===== src/rtl/mem_arbiter_pkg.sv =====
// rtl/mem_arbiter_pkg.sv - shared encodings and defaults for the fetch/data memory arbiter
package mem_arbiter_pkg;

    typedef enum logic [1:0] {
        ST_IDLE  = 2'd0,
        ST_ISSUE = 2'd1,
        ST_RESP  = 2'd2
    } state_e;

    typedef enum logic {
        OWN_FETCH = 1'b0,
        OWN_DATA  = 1'b1
    } owner_e;

    localparam int unsigned MAX_WAIT_DEFAULT = 4;
    localparam int unsigned STARVE_W         = 4;

endpackage


===== src/rtl/mem_arbiter_starve_cnt.sv =====
// rtl/mem_arbiter_starve_cnt.sv - saturating count of fetch arbitration losses
module mem_arbiter_starve_cnt
    import mem_arbiter_pkg::*;
#(
    parameter int unsigned MAX_WAIT = MAX_WAIT_DEFAULT
) (
    input  logic clock,
    input  logic reset,
    input  logic i_inc,
    input  logic i_clr,
    output logic o_limit
);

    localparam logic [STARVE_W-1:0] LIMIT = STARVE_W'(MAX_WAIT);

    logic [STARVE_W-1:0] r_cnt;

    // Clear dominates so a fetch win in the same cycle always restarts the count
    always_ff @(posedge clock or negedge reset) begin
        if (!reset) begin
            r_cnt <= '0;
        end else if (i_clr) begin
            r_cnt <= '0;
        end else if (i_inc && (r_cnt < LIMIT)) begin
            r_cnt <= r_cnt + 1'b1;
        end
    end

    assign o_limit = (r_cnt >= LIMIT);

endmodule


===== src/rtl/mem_arbiter.sv =====
// rtl/mem_arbiter.sv - single-outstanding arbiter sharing one memory bus between fetch and data ports
module mem_arbiter
    import mem_arbiter_pkg::*;
#(
    parameter int unsigned MAX_WAIT = MAX_WAIT_DEFAULT,
    parameter int unsigned ADDR_W   = 32,
    parameter int unsigned DATA_W   = 32
) (
    input  logic                clock,
    input  logic                reset,

    input  logic                if_req,
    input  logic [ADDR_W-1:0]   if_addr,
    output logic                if_gnt,
    output logic                if_rvalid,
    output logic [DATA_W-1:0]   if_rdata,

    input  logic                d_req,
    input  logic                d_we,
    input  logic [ADDR_W-1:0]   d_addr,
    input  logic [DATA_W-1:0]   d_wdata,
    input  logic [DATA_W/8-1:0] d_be,
    output logic                d_gnt,
    output logic                d_rvalid,
    output logic [DATA_W-1:0]   d_rdata,

    output logic                m_req,
    output logic                m_we,
    output logic [ADDR_W-1:0]   m_addr,
    output logic [DATA_W-1:0]   m_wdata,
    output logic [DATA_W/8-1:0] m_be,
    input  logic                m_ready,
    input  logic                m_rvalid,
    input  logic [DATA_W-1:0]   m_rdata
);

    localparam int unsigned BE_W = DATA_W / 8;

    state_e              r_state;
    state_e              w_next;
    owner_e              r_owner;
    logic                r_we;
    logic [ADDR_W-1:0]   r_addr;
    logic [DATA_W-1:0]   r_wdata;
    logic [BE_W-1:0]     r_be;
    logic [DATA_W-1:0]   r_if_rdata;
    logic [DATA_W-1:0]   r_d_rdata;
    logic                r_if_rvalid;
    logic                r_d_rvalid;

    logic                w_idle;
    logic                w_limit;
    logic                w_d_win;
    logic                w_f_win;
    logic                w_hs;
    logic                w_rsp;
    logic                w_inc;
    logic                w_clr;

    assign w_idle  = (r_state == ST_IDLE);
    assign w_d_win = w_idle && d_req && !w_limit;
    // Once the limit is hit a waiting fetch wins even against a pending data request
    assign w_f_win = w_idle && if_req && !(d_req && !w_limit);
    assign w_hs    = (r_state == ST_ISSUE) && m_ready;
    assign w_rsp   = (r_state == ST_RESP) && m_rvalid;
    assign w_inc   = w_d_win && if_req;
    assign w_clr   = w_f_win || (w_idle && !if_req);

    mem_arbiter_starve_cnt #(
        .MAX_WAIT (MAX_WAIT)
    ) u_starve (
        .clock   (clock),
        .reset   (reset),
        .i_inc   (w_inc),
        .i_clr   (w_clr),
        .o_limit (w_limit)
    );

    always_ff @(posedge clock or negedge reset) begin
        if (!reset) begin
            r_state <= ST_IDLE;
        end else begin
            r_state <= w_next;
        end
    end

    always_comb begin
        w_next = r_state;
        case (r_state)
            ST_IDLE: begin
                if (w_d_win || w_f_win) begin
                    w_next = ST_ISSUE;
                end
            end
            ST_ISSUE: begin
                if (m_ready) begin
                    w_next = r_we ? ST_IDLE : ST_RESP;
                end
            end
            ST_RESP: begin
                if (m_rvalid) begin
                    w_next = ST_IDLE;
                end
            end
            default: begin
                w_next = ST_IDLE;
            end
        endcase
    end

    always_comb begin
        m_req     = (r_state == ST_ISSUE);
        m_we      = r_we;
        m_addr    = r_addr;
        m_wdata   = r_wdata;
        m_be      = r_be;
        if_gnt    = w_hs && (r_owner == OWN_FETCH);
        d_gnt     = w_hs && (r_owner == OWN_DATA);
        if_rvalid = r_if_rvalid;
        d_rvalid  = r_d_rvalid;
        if_rdata  = r_if_rdata;
        d_rdata   = r_d_rdata;
    end

    // Request fields are captured at arbitration so the bus stays stable even if a requester misbehaves
    always_ff @(posedge clock or negedge reset) begin
        if (!reset) begin
            r_owner     <= OWN_FETCH;
            r_we        <= 1'b0;
            r_addr      <= '0;
            r_wdata     <= '0;
            r_be        <= '0;
            r_if_rdata  <= '0;
            r_d_rdata   <= '0;
            r_if_rvalid <= 1'b0;
            r_d_rvalid  <= 1'b0;
        end else begin
            r_if_rvalid <= 1'b0;
            r_d_rvalid  <= 1'b0;
            if (w_d_win) begin
                r_owner <= OWN_DATA;
                r_we    <= d_we;
                r_addr  <= d_addr;
                r_wdata <= d_wdata;
                r_be    <= d_we ? d_be : {BE_W{1'b1}};
            end else if (w_f_win) begin
                r_owner <= OWN_FETCH;
                r_we    <= 1'b0;
                r_addr  <= if_addr;
                r_wdata <= '0;
                r_be    <= {BE_W{1'b1}};
            end
            if (w_rsp) begin
                if (r_owner == OWN_DATA) begin
                    r_d_rdata  <= m_rdata;
                    r_d_rvalid <= 1'b1;
                end else begin
                    r_if_rdata  <= m_rdata;
                    r_if_rvalid <= 1'b1;
                end
            end
        end
    end

endmodule


===== config.mk =====
export PLATFORM = sky130hd
export DESIGN_NAME = mem_arbiter
export DESIGN_NICKNAME = d
export VERILOG_FILES = /design/src/rtl/mem_arbiter_pkg.sv /design/src/rtl/mem_arbiter_starve_cnt.sv /design/src/rtl/mem_arbiter.sv
export SDC_FILE = /design/constraint.sdc
export NUM_CORES = 1
export LEC_CHECK = 0
export ABC_CLOCK_PERIOD_IN_PS = 2450
export BUFFER_PORTS_ARGS = -buffer_cell sky130_fd_sc_hd__buf_2
export CAP_MARGIN = 0
export CELL_PAD_IN_SITES_DETAIL_PLACEMENT = 1
export CELL_PAD_IN_SITES_GLOBAL_PLACEMENT = 2
export CORE_MARGIN = 2
export CORE_UTILIZATION = 30
export CTS_CLUSTER_DIAMETER = 30
export DETAILED_ROUTE_END_ITERATION = 10
export PLACE_DENSITY = 0.92
export SYNTH_ARGS = -nofsm -noshare
export SYNTH_HDL_FRONTEND = slang
export SYNTH_HIERARCHICAL = 1
export SYNTH_SLANG_ARGS = --single-unit

===== constraint.sdc =====
create_clock -name clock -period 2.45 [get_ports clock]
set_input_delay 0.1225 -clock clock [delete_from_list [all_inputs] [get_ports clock]]
set_output_delay 0.1225 -clock clock [all_outputs]
set_load 0.005 [all_outputs]

==> results of run 1 <==
-- layout make-up --
class	instances	share of cell area (%)
inverter	3	0.124
multi-input combinational	230	24.2
timing repair buffer	378	26.5
clock buffer	18	4.85
sequential	142	39.2
antenna	1	0.0276
tap	265	3.66
clock inverter	13	1.41
-- power by group --
group	total [uW]	internal (uW)	leakage, uW	switching [uW]
Combinational	3580	1910	0.00252	1670
Clock	2520	1440	0.000271	1080
Sequential	4040	3390	0.00178	652
Total	10100	6740	0.00457	3400
-- stage by stage --
step / utilization (%) / hold WS [ns] / power (uW) / cells
finish: 46.5 / 0.0165 / 10100 / 1050
CTS: 46.5 / 0.000323 / 10100 / 1048
floorplan: - / -0.173 / 5780 / 410
global route: 46.5 / 0.00409 / 10800 / 1049
detailed placement: 39.0 / 0.110 / 7450 / 929
global placement: 39.0 / 0.107 / 7270 / 929
-- cells in the mapped netlist (3+ instances only) --
cell type / instances
nor2b_1: 3
mux2_4: 29
a31oi_1: 32
nand2b_1: 4
nor2_1: 4
buf_2: 11
mux2_1: 36
a22o_1: 32
o22a_1: 4
o2bb2ai_1: 32
and3b_1: 32
dfrtp_1: 142
clkbuf_1: 14
buf_6: 10
-- cell usage in the layout (no fill, tap or decap), types with 2 or more instances in the layout --
master / n
a22o_1: 32
clkbuf_16: 17
mux2_4: 29
buf_2: 275
o2bb2ai_1: 32
inv_1: 2
o22a_1: 4
a31oi_1: 32
nand2_1: 2
dfrtp_1: 142
and3b_1: 32
and3_1: 2
clkinvlp_4: 3
a21oi_1: 2
inv_6: 8
mux2_1: 36
buf_4: 11
nor2_1: 4
dlygate4sd3_1: 89
nor2b_1: 3
buf_12: 2
nand2b_1: 4
-- cell families (layout without fill, tap and decap cells) --
group / count (synthesis) / after routing / share of synthesized area (%)
simple gates: 56 / 56 / 7.93
other cells: 0 / 1 / 0
buf+inv: 38 / 412 / 3.88
mux: 66 / 66 / 14.3
flops: 142 / 142 / 59.6
compound gates: 107 / 107 / 14.2
fa+ha+maj: 1 / 1 / 0.210
-- flip-flops by register name, summed over array words and instances, names as in the netlist --
register	cells
r_owner	1
m_we	1
u_starve/r_cnt	4
m_be	4
d_rdata	32
if_rdata	32
r_state	2
m_wdata	32
if_rvalid	1
d_rvalid	1
m_addr	32
-- what timing repair did --
| item | 4_1_cts | 5_1_grt |
|---|---|---|
| endpoints found under the hold margin | 169 | 1 |
| hold buffers | 88 | 1 |
| buffers inserted | 0 | 0 |
-- how the worst max path moves through the flow --
| stage | slack (ns) | cells past startpoint | to |
|---|---|---|---|
| after CTS | 0.32 | 5 | m_addr[27]$_DFFE_PN0P_ |
| after detailed placement | 0.33 | 5 | m_addr[26]$_DFFE_PN0P_ |
| final | 0.37 | 5 | m_addr[27]$_DFFE_PN0P_ |
| after global routing | 0.21 | 5 | m_addr[24]$_DFFE_PN0P_ |
| after floorplan | 0.67 | 5 | u_starve/r_cnt[0]$_DFFE_PN0P_ |
| after global placement | 0.48 | 5 | m_addr[28]$_DFFE_PN0P_ |
-- critical path: stages, from the launching register on --
cell and delay [ns]:
dfrtp_1 0.42, or2_2 0.16, nor2b_2 0.06, o21ai_4 0.84
buf_4 0.37, o2bb2ai_1 0.14
-- layer usage --
layer | GRT usage [%] | up-vias
met3 | 6.16 | 34
li1 | - | 2266
met5 | 0 | -
met4 | 6.93 | 0
met1 | 22.6 | 2530
met2 | 34.8 | 223
==> results by group, run 1 <==
Floorplan
  – Die H: 145 um
  – FP Rows: 51
  – Core area: 19500 sq um
  – Full die area: 21000 sq um
  – Die X-Extent: 145 um
  – Count of boundary I/O pins: 277
  – Initial Util: 30.7%

Setup path
  – FF-to-FF End: m_addr[27]$_DFFE_PN0P_
  – R2R Setup Slk: 0.37 ns
  – Worst EP required: 2.79 ns
  – Startpoint Class: flip-flop
  – Setup CP Type: flip-flop to flip-flop
  – Crit path capture type: flip-flop
  – Crit Path Max Fanout: 39
  – R2R depth: 5
  – Worst Path Arrival: 2.42 ns
  – Reg2reg start: u_starve/r_cnt[3]$_DFFE_PN0P_
  – Crit. Startpoint: u_starve/r_cnt[3]$_DFFE_PN0P_

Timing
  – Pins over their slew limit: 0
  – RSZ-0062 raised after global routing: no
  – Layout Skew: 0.00865 ns
  – Final hold vios: 0
  – Post-route setup slack: 0.366 ns
  – Final Critical Period: 2.08 ns
  – Fmax: 480 MHz
  – Slew margin rel.: 25.9%
  – Final setup TNS: 0 ns
  – Final setup vio count: 0
  – Final Cycle Share: 85.1%
  – Worst Tran Pin Value: 1.11 ns

Drt
  – Via Count: 5053
  – Met1 WL: 8360 um
  – Final ANT Viol Nets: 0
  – Initial DRT Pass Iterations: 4
  – WL met2: 10400 um
  – Top layer in use: met4
  – Met3 routed WL: 1320 um
  – Vias/cell: 4.81
  – Total Wirelength: 20500 um
  – Drt first-iter violations: 120
  – # DRC: 0
  – DR WL/cell: 19.5 um

Clock network
  – Clk sinks: 142
  – TritonCTS clock tree: built
  – CTS max path bufs: 2
  – Worst-skew pair later-pin latency: 0.43 ns
  – Clk slew on worst S/H paths: 0.07 ns
  – H-tree lvl count: 4
  – CTS buffer count: 17
  – Cts repair resizes: 0
  – Root buffer cell: clkbuf_16

Hold path
  – Hold Path Depth: 3
  – Hold EP: m_addr[10]$_DFFE_PN0P_
  – Type of the most critical hold path: primary input to flip-flop
  – Worst hold start: if_addr[10]

Cells and area
  – Nets: 912
  – Register Area: 3550 sq um
  – Cell area after layout: 9050 sq um
  – Fillers: 2096
  – Layout area overhead: 51.8%
  – Multi-input logic area: 2190 sq um
  – Layout cell share with drive strength beyond 1: 45.7%

Placed design
  – Post-DP Area: 7590 sq um
  – Final HPWL DP: 12800 um
  – Routability cong.: 0.744
  – Pre-CTS setup slack: 0.332 ns
  – Port bufs: 276

Power
  – Pwr dens: 1120 nW/um^2
  – Leak: 0.00457 uW
  – Peak supply drop: 0.000358 V

Yosys
  – Ys Warns: 6
  – Post-Syn Area: 5970 sq um
  – Synth cell types: 35
  – Largest cells by area after synthesis: dfrtp_1 (60%), mux2_4 (7.3%), mux2_1 (6.8%), a22o_1 (4.7%), and3b_1 (4.7%)
  – Post-synth top flop: dfrtp_1
  – #FFs+latches synth: 142
  – Syn nets: 550
  – Post-Synthesis Cells: 410
  – Asr flop ratio synth: 100%
  – Number of enable flip-flop cells after synthesis: 0
  – Sequential-to-total area share from yosys stat: 59.6%
  – Synth top area share: 59.6%
  – Leading area contributor after synthesis: dfrtp_1
  – Post-Syn Area per Cell: 14.6 sq um

Global routing
  – First-pass GRT wire length: 32500 um
  – All-layer global routing usage: 19.7%
  – Initial antenna violation count: 1
  – GRT overflow: 0
  – Largest net degree at the start of global routing: 55
  – Vias in the first global route: 5756

Job
  – Max_cap viols: 0

Run status
  – Status: completed
Power figures use the tool's default switching activity.
==> run 2: changes to the inputs <==
--- a/config.mk
+++ b/config.mk
@@ -5,16 +5,17 @@
 export SDC_FILE = /design/constraint.sdc
 export NUM_CORES = 1
 export LEC_CHECK = 0
-export ABC_CLOCK_PERIOD_IN_PS = 2450
+export ABC_AREA = 1
+export ABC_CLOCK_PERIOD_IN_PS = 1900
 export BUFFER_PORTS_ARGS = -buffer_cell sky130_fd_sc_hd__buf_2
-export CAP_MARGIN = 0
+export CAP_MARGIN = 20
 export CELL_PAD_IN_SITES_DETAIL_PLACEMENT = 1
 export CELL_PAD_IN_SITES_GLOBAL_PLACEMENT = 2
 export CORE_MARGIN = 2
-export CORE_UTILIZATION = 30
+export CORE_UTILIZATION = 23
 export CTS_CLUSTER_DIAMETER = 30
 export DETAILED_ROUTE_END_ITERATION = 10
-export PLACE_DENSITY = 0.92
+export PLACE_DENSITY = 0.86
 export SYNTH_ARGS = -nofsm -noshare
 export SYNTH_HDL_FRONTEND = slang
 export SYNTH_HIERARCHICAL = 1
==> constraint.sdc (replaced) <==
create_clock -name clock -period 1.9 [get_ports clock]
set_input_delay 0.095 -clock clock [delete_from_list [all_inputs] [get_ports clock]]
set_output_delay 0.095 -clock clock [all_outputs]
set_load 0.005 [all_outputs]
==> run 2 against run 1 <==
Effect of this change:
- first-iteration DRC count increased by 85%
- routed wire length increased by 1.9%
- fmax increased by 25%
- synthesized cell count increased by 78%
- die area increased by 34%
- final cell count increased by 40%
- global-route usage decreased by 4.7 points
- critical endpoint is now m_wdata[31]$_DFFE_PN0P_
- total power increased by 33%
- critical path depth increased by 3
- combinational power increased by 44%
==> results by group, run 2 <==
Timing
  – Post-route setup slack: 0.237 ns
  – Slew margin rel.: 74.5%
  – Final setup TNS: 0 ns
  – Final Cycle Share: 87.5%
  – Pins over their slew limit: 0
  – Final setup vio count: 0
  – Final Critical Period: 1.66 ns
  – Final hold vios: 0
  – RSZ-0062 raised after global routing: no
  – Layout Skew: 0.0114 ns
  – Worst Tran Pin Value: 0.380 ns
  – Fmax: 601 MHz

Setup path
  – Reg2reg start: u_starve/r_cnt[2]$_DFFE_PN0P_
  – Crit path capture type: flip-flop
  – Worst EP required: 2.25 ns
  – Crit Path Max Fanout: 22
  – R2R Setup Slk: 0.24 ns
  – R2R depth: 8
  – Top delay family on crit path: simple AND/OR/NAND/NOR gates
  – End of the critical path: m_wdata[31]$_DFFE_PN0P_
  – CP max stage cell: dfrtp_1
  – Worst Path Arrival: 2.01 ns
  – Crit path buffers/inverters: 3
  – Setup CP Type: flip-flop to flip-flop
  – CP Depth: 8
  – Startpoint Class: flip-flop
  – Crit. Startpoint: u_starve/r_cnt[2]$_DFFE_PN0P_
  – FF-to-FF End: m_wdata[31]$_DFFE_PN0P_
  – CP peak stage delay: 0.39 ns
  – Top cell by count, worst path: nand2_1
  – Ordered list of cells on the worst path: nor2_2, inv_1, nor2_4, nand2_1, inv_2, buf_4, nand2_1, nand2_1

Clock network
  – Root buffer cell: clkbuf_16
  – Clk sinks: 142
  – Worst-skew pair later-pin latency: 0.41 ns
  – Cts repair resizes: 0
  – CTS buffer count: 17
  – Clk slew on worst S/H paths: 0.07 ns
  – H-tree lvl count: 4
  – TritonCTS clock tree: built
  – Hold_buf cts: 106
  – # Post-CTS Setup Buffers: 0
  – CTS max path bufs: 2

Global routing
  – GRT overflow: 0
  – First-pass GRT wire length: 33900 um
  – All-layer global routing usage: 15.0%
  – Vias in the first global route: 6648
  – Largest net degree at the start of global routing: 66
  – Initial antenna violation count: 2

Drt
  – # DRC: 0
  – Drt first-iter violations: 222
  – Total Wirelength: 20900 um
  – Initial DRT Pass Iterations: 4
  – Vias/cell: 4.18
  – DR WL/cell: 14.2 um
  – Via Count: 6125
  – Final ANT Viol Nets: 0

Yosys
  – Post-Syn Area: 6190 sq um
  – #FFs+latches synth: 142
  – Ys Warns: 6
  – Sequential-to-total area share from yosys stat: 57.4%
  – Synth cell count leaders: nand2_1 (270), dfrtp_1 (142), inv_1 (114), nand3_1 (66), o21ai_1 (44)
  – Leading area contributor after synthesis: dfrtp_1
  – Syn nets: 869
  – Post-synth top flop: dfrtp_1
  – Asr flop ratio synth: 100%
  – Number of enable flip-flop cells after synthesis: 0
  – Post-Synthesis Cells: 729
  – Post-Syn Area per Cell: 8.49 sq um
  – Most common cell in the synthesized netlist: nand2_1
  – Synth top area share: 57.4%
  – Largest cells by area after synthesis: dfrtp_1 (57%), nand2_1 (16%), inv_1 (6.9%), nand3_1 (5.3%), o21ai_1 (3.6%)
  – Synth cell types: 24

Cells and area
  – Cell area after layout: 9560 sq um
  – Most frequent cells in the layout: buf_2 (275), nand2_1 (270), dfrtp_1 (142)
  – Nets: 1251
  – Layout cell share with drive strength beyond 1: 31.0%
  – Layout area overhead: 54.5%
  – Most common cell after layout, fill and taps aside: buf_2

Power
  – Pwr dens: 1410 nW/um^2
  – Peak supply drop: 0.000464 V
  – Leak: 0.00544 uW

Floorplan
  – Full die area: 28200 sq um
  – Die X-Extent: 168 um
  – Die H: 168 um
  – Core area: 26700 sq um
  – Count of boundary I/O pins: 277
  – Initial Util: 23.2%
  – FP Rows: 60

Placed design
  – Routability cong.: 0.751
  – Pre-CTS setup slack: 0.249 ns
  – Final HPWL DP: 14000 um
  – Post-DP Area: 7950 sq um
  – Port bufs: 276

Run status
  – Status: completed

Job
  – Max_cap viols: 0

Hold path
  – Type of the most critical hold path: primary input to flip-flop
[run 2: routing by layer]
layer	global-route usage, %	up-vias	wire length (um)
met4	4.35	0	343
met1	17.2	2921	8520
met2	27.0	203	10600
met3	4.70	25	1470
met5	0	-	0
li1	-	2976	-
[run 2: report_power, final]
part	internal (uW)	switching [uW]	total, uW
logic	2240	2920	5150
registers	4410	754	5160
clock network	1810	1360	3170
[run 2: through the flow]
step                      instances  power, uW  util [%]  hold slack, ns
after floorplan                 729       7740         -          -0.201
after global placement         1327      10100      29.8          0.0314
after detailed placement       1327      10300      29.8          0.0354
after CTS                      1465      13700      35.9       0.0000452
after global routing           1467      14600      35.9          0.0166
final                          1467      13500      35.9          0.0204
[run 2: logic make-up (layout without fill, tap and decap cells)]
logic type | after synthesis | count (layout) | synth area share [%]
simple gates | 362 | 362 | 24.0
other cells | 0 | 2 | 0
buf+inv | 153 | 548 | 11.5
compound gates | 71 | 71 | 6.84
fa+ha+maj | 1 | 1 | 0.202
flops | 142 | 142 | 57.4
[run 2: worst min path at each step]
stage | cells after the start | to | slack [ns] | startpoint
floorplan | 0 | d_rdata[0]$_DFFE_PN0P_ | -0.20 | reset
global placement | 1 | m_addr[7]$_DFFE_PN0P_ | 0.03 | reset
detailed placement | 1 | m_addr[7]$_DFFE_PN0P_ | 0.04 | reset
CTS | 5 | m_addr[1]$_DFFE_PN0P_ | 0.00005 | d_addr[1]
global route | 5 | m_addr[10]$_DFFE_PN0P_ | 0.02 | if_addr[10]
finish | 5 | m_addr[18]$_DFFE_PN0P_ | 0.02 | d_addr[18]
[run 2: layout make-up]
cell class | instances | area, sq um
Sequential cell | 142 | 3550
Antenna cell | 2 | 5.00
Clock inverter | 13 | 116
Timing Repair Buffer | 400 | 2660
Tap cell | 341 | 427
Fill cell | 3211 | 17100
Clock buffer | 19 | 433
Multi-Input combinational cell | 434 | 1930
Inverter | 116 | 435
[run 2: worst register-to-register path, delay by kind of cell (launching register included)]
kind | cells | cell delay, ns
flip-flops | 1 | 0.39
AND/OR/NAND/NOR | 5 | 0.77
buffers and inverters | 3 | 0.45
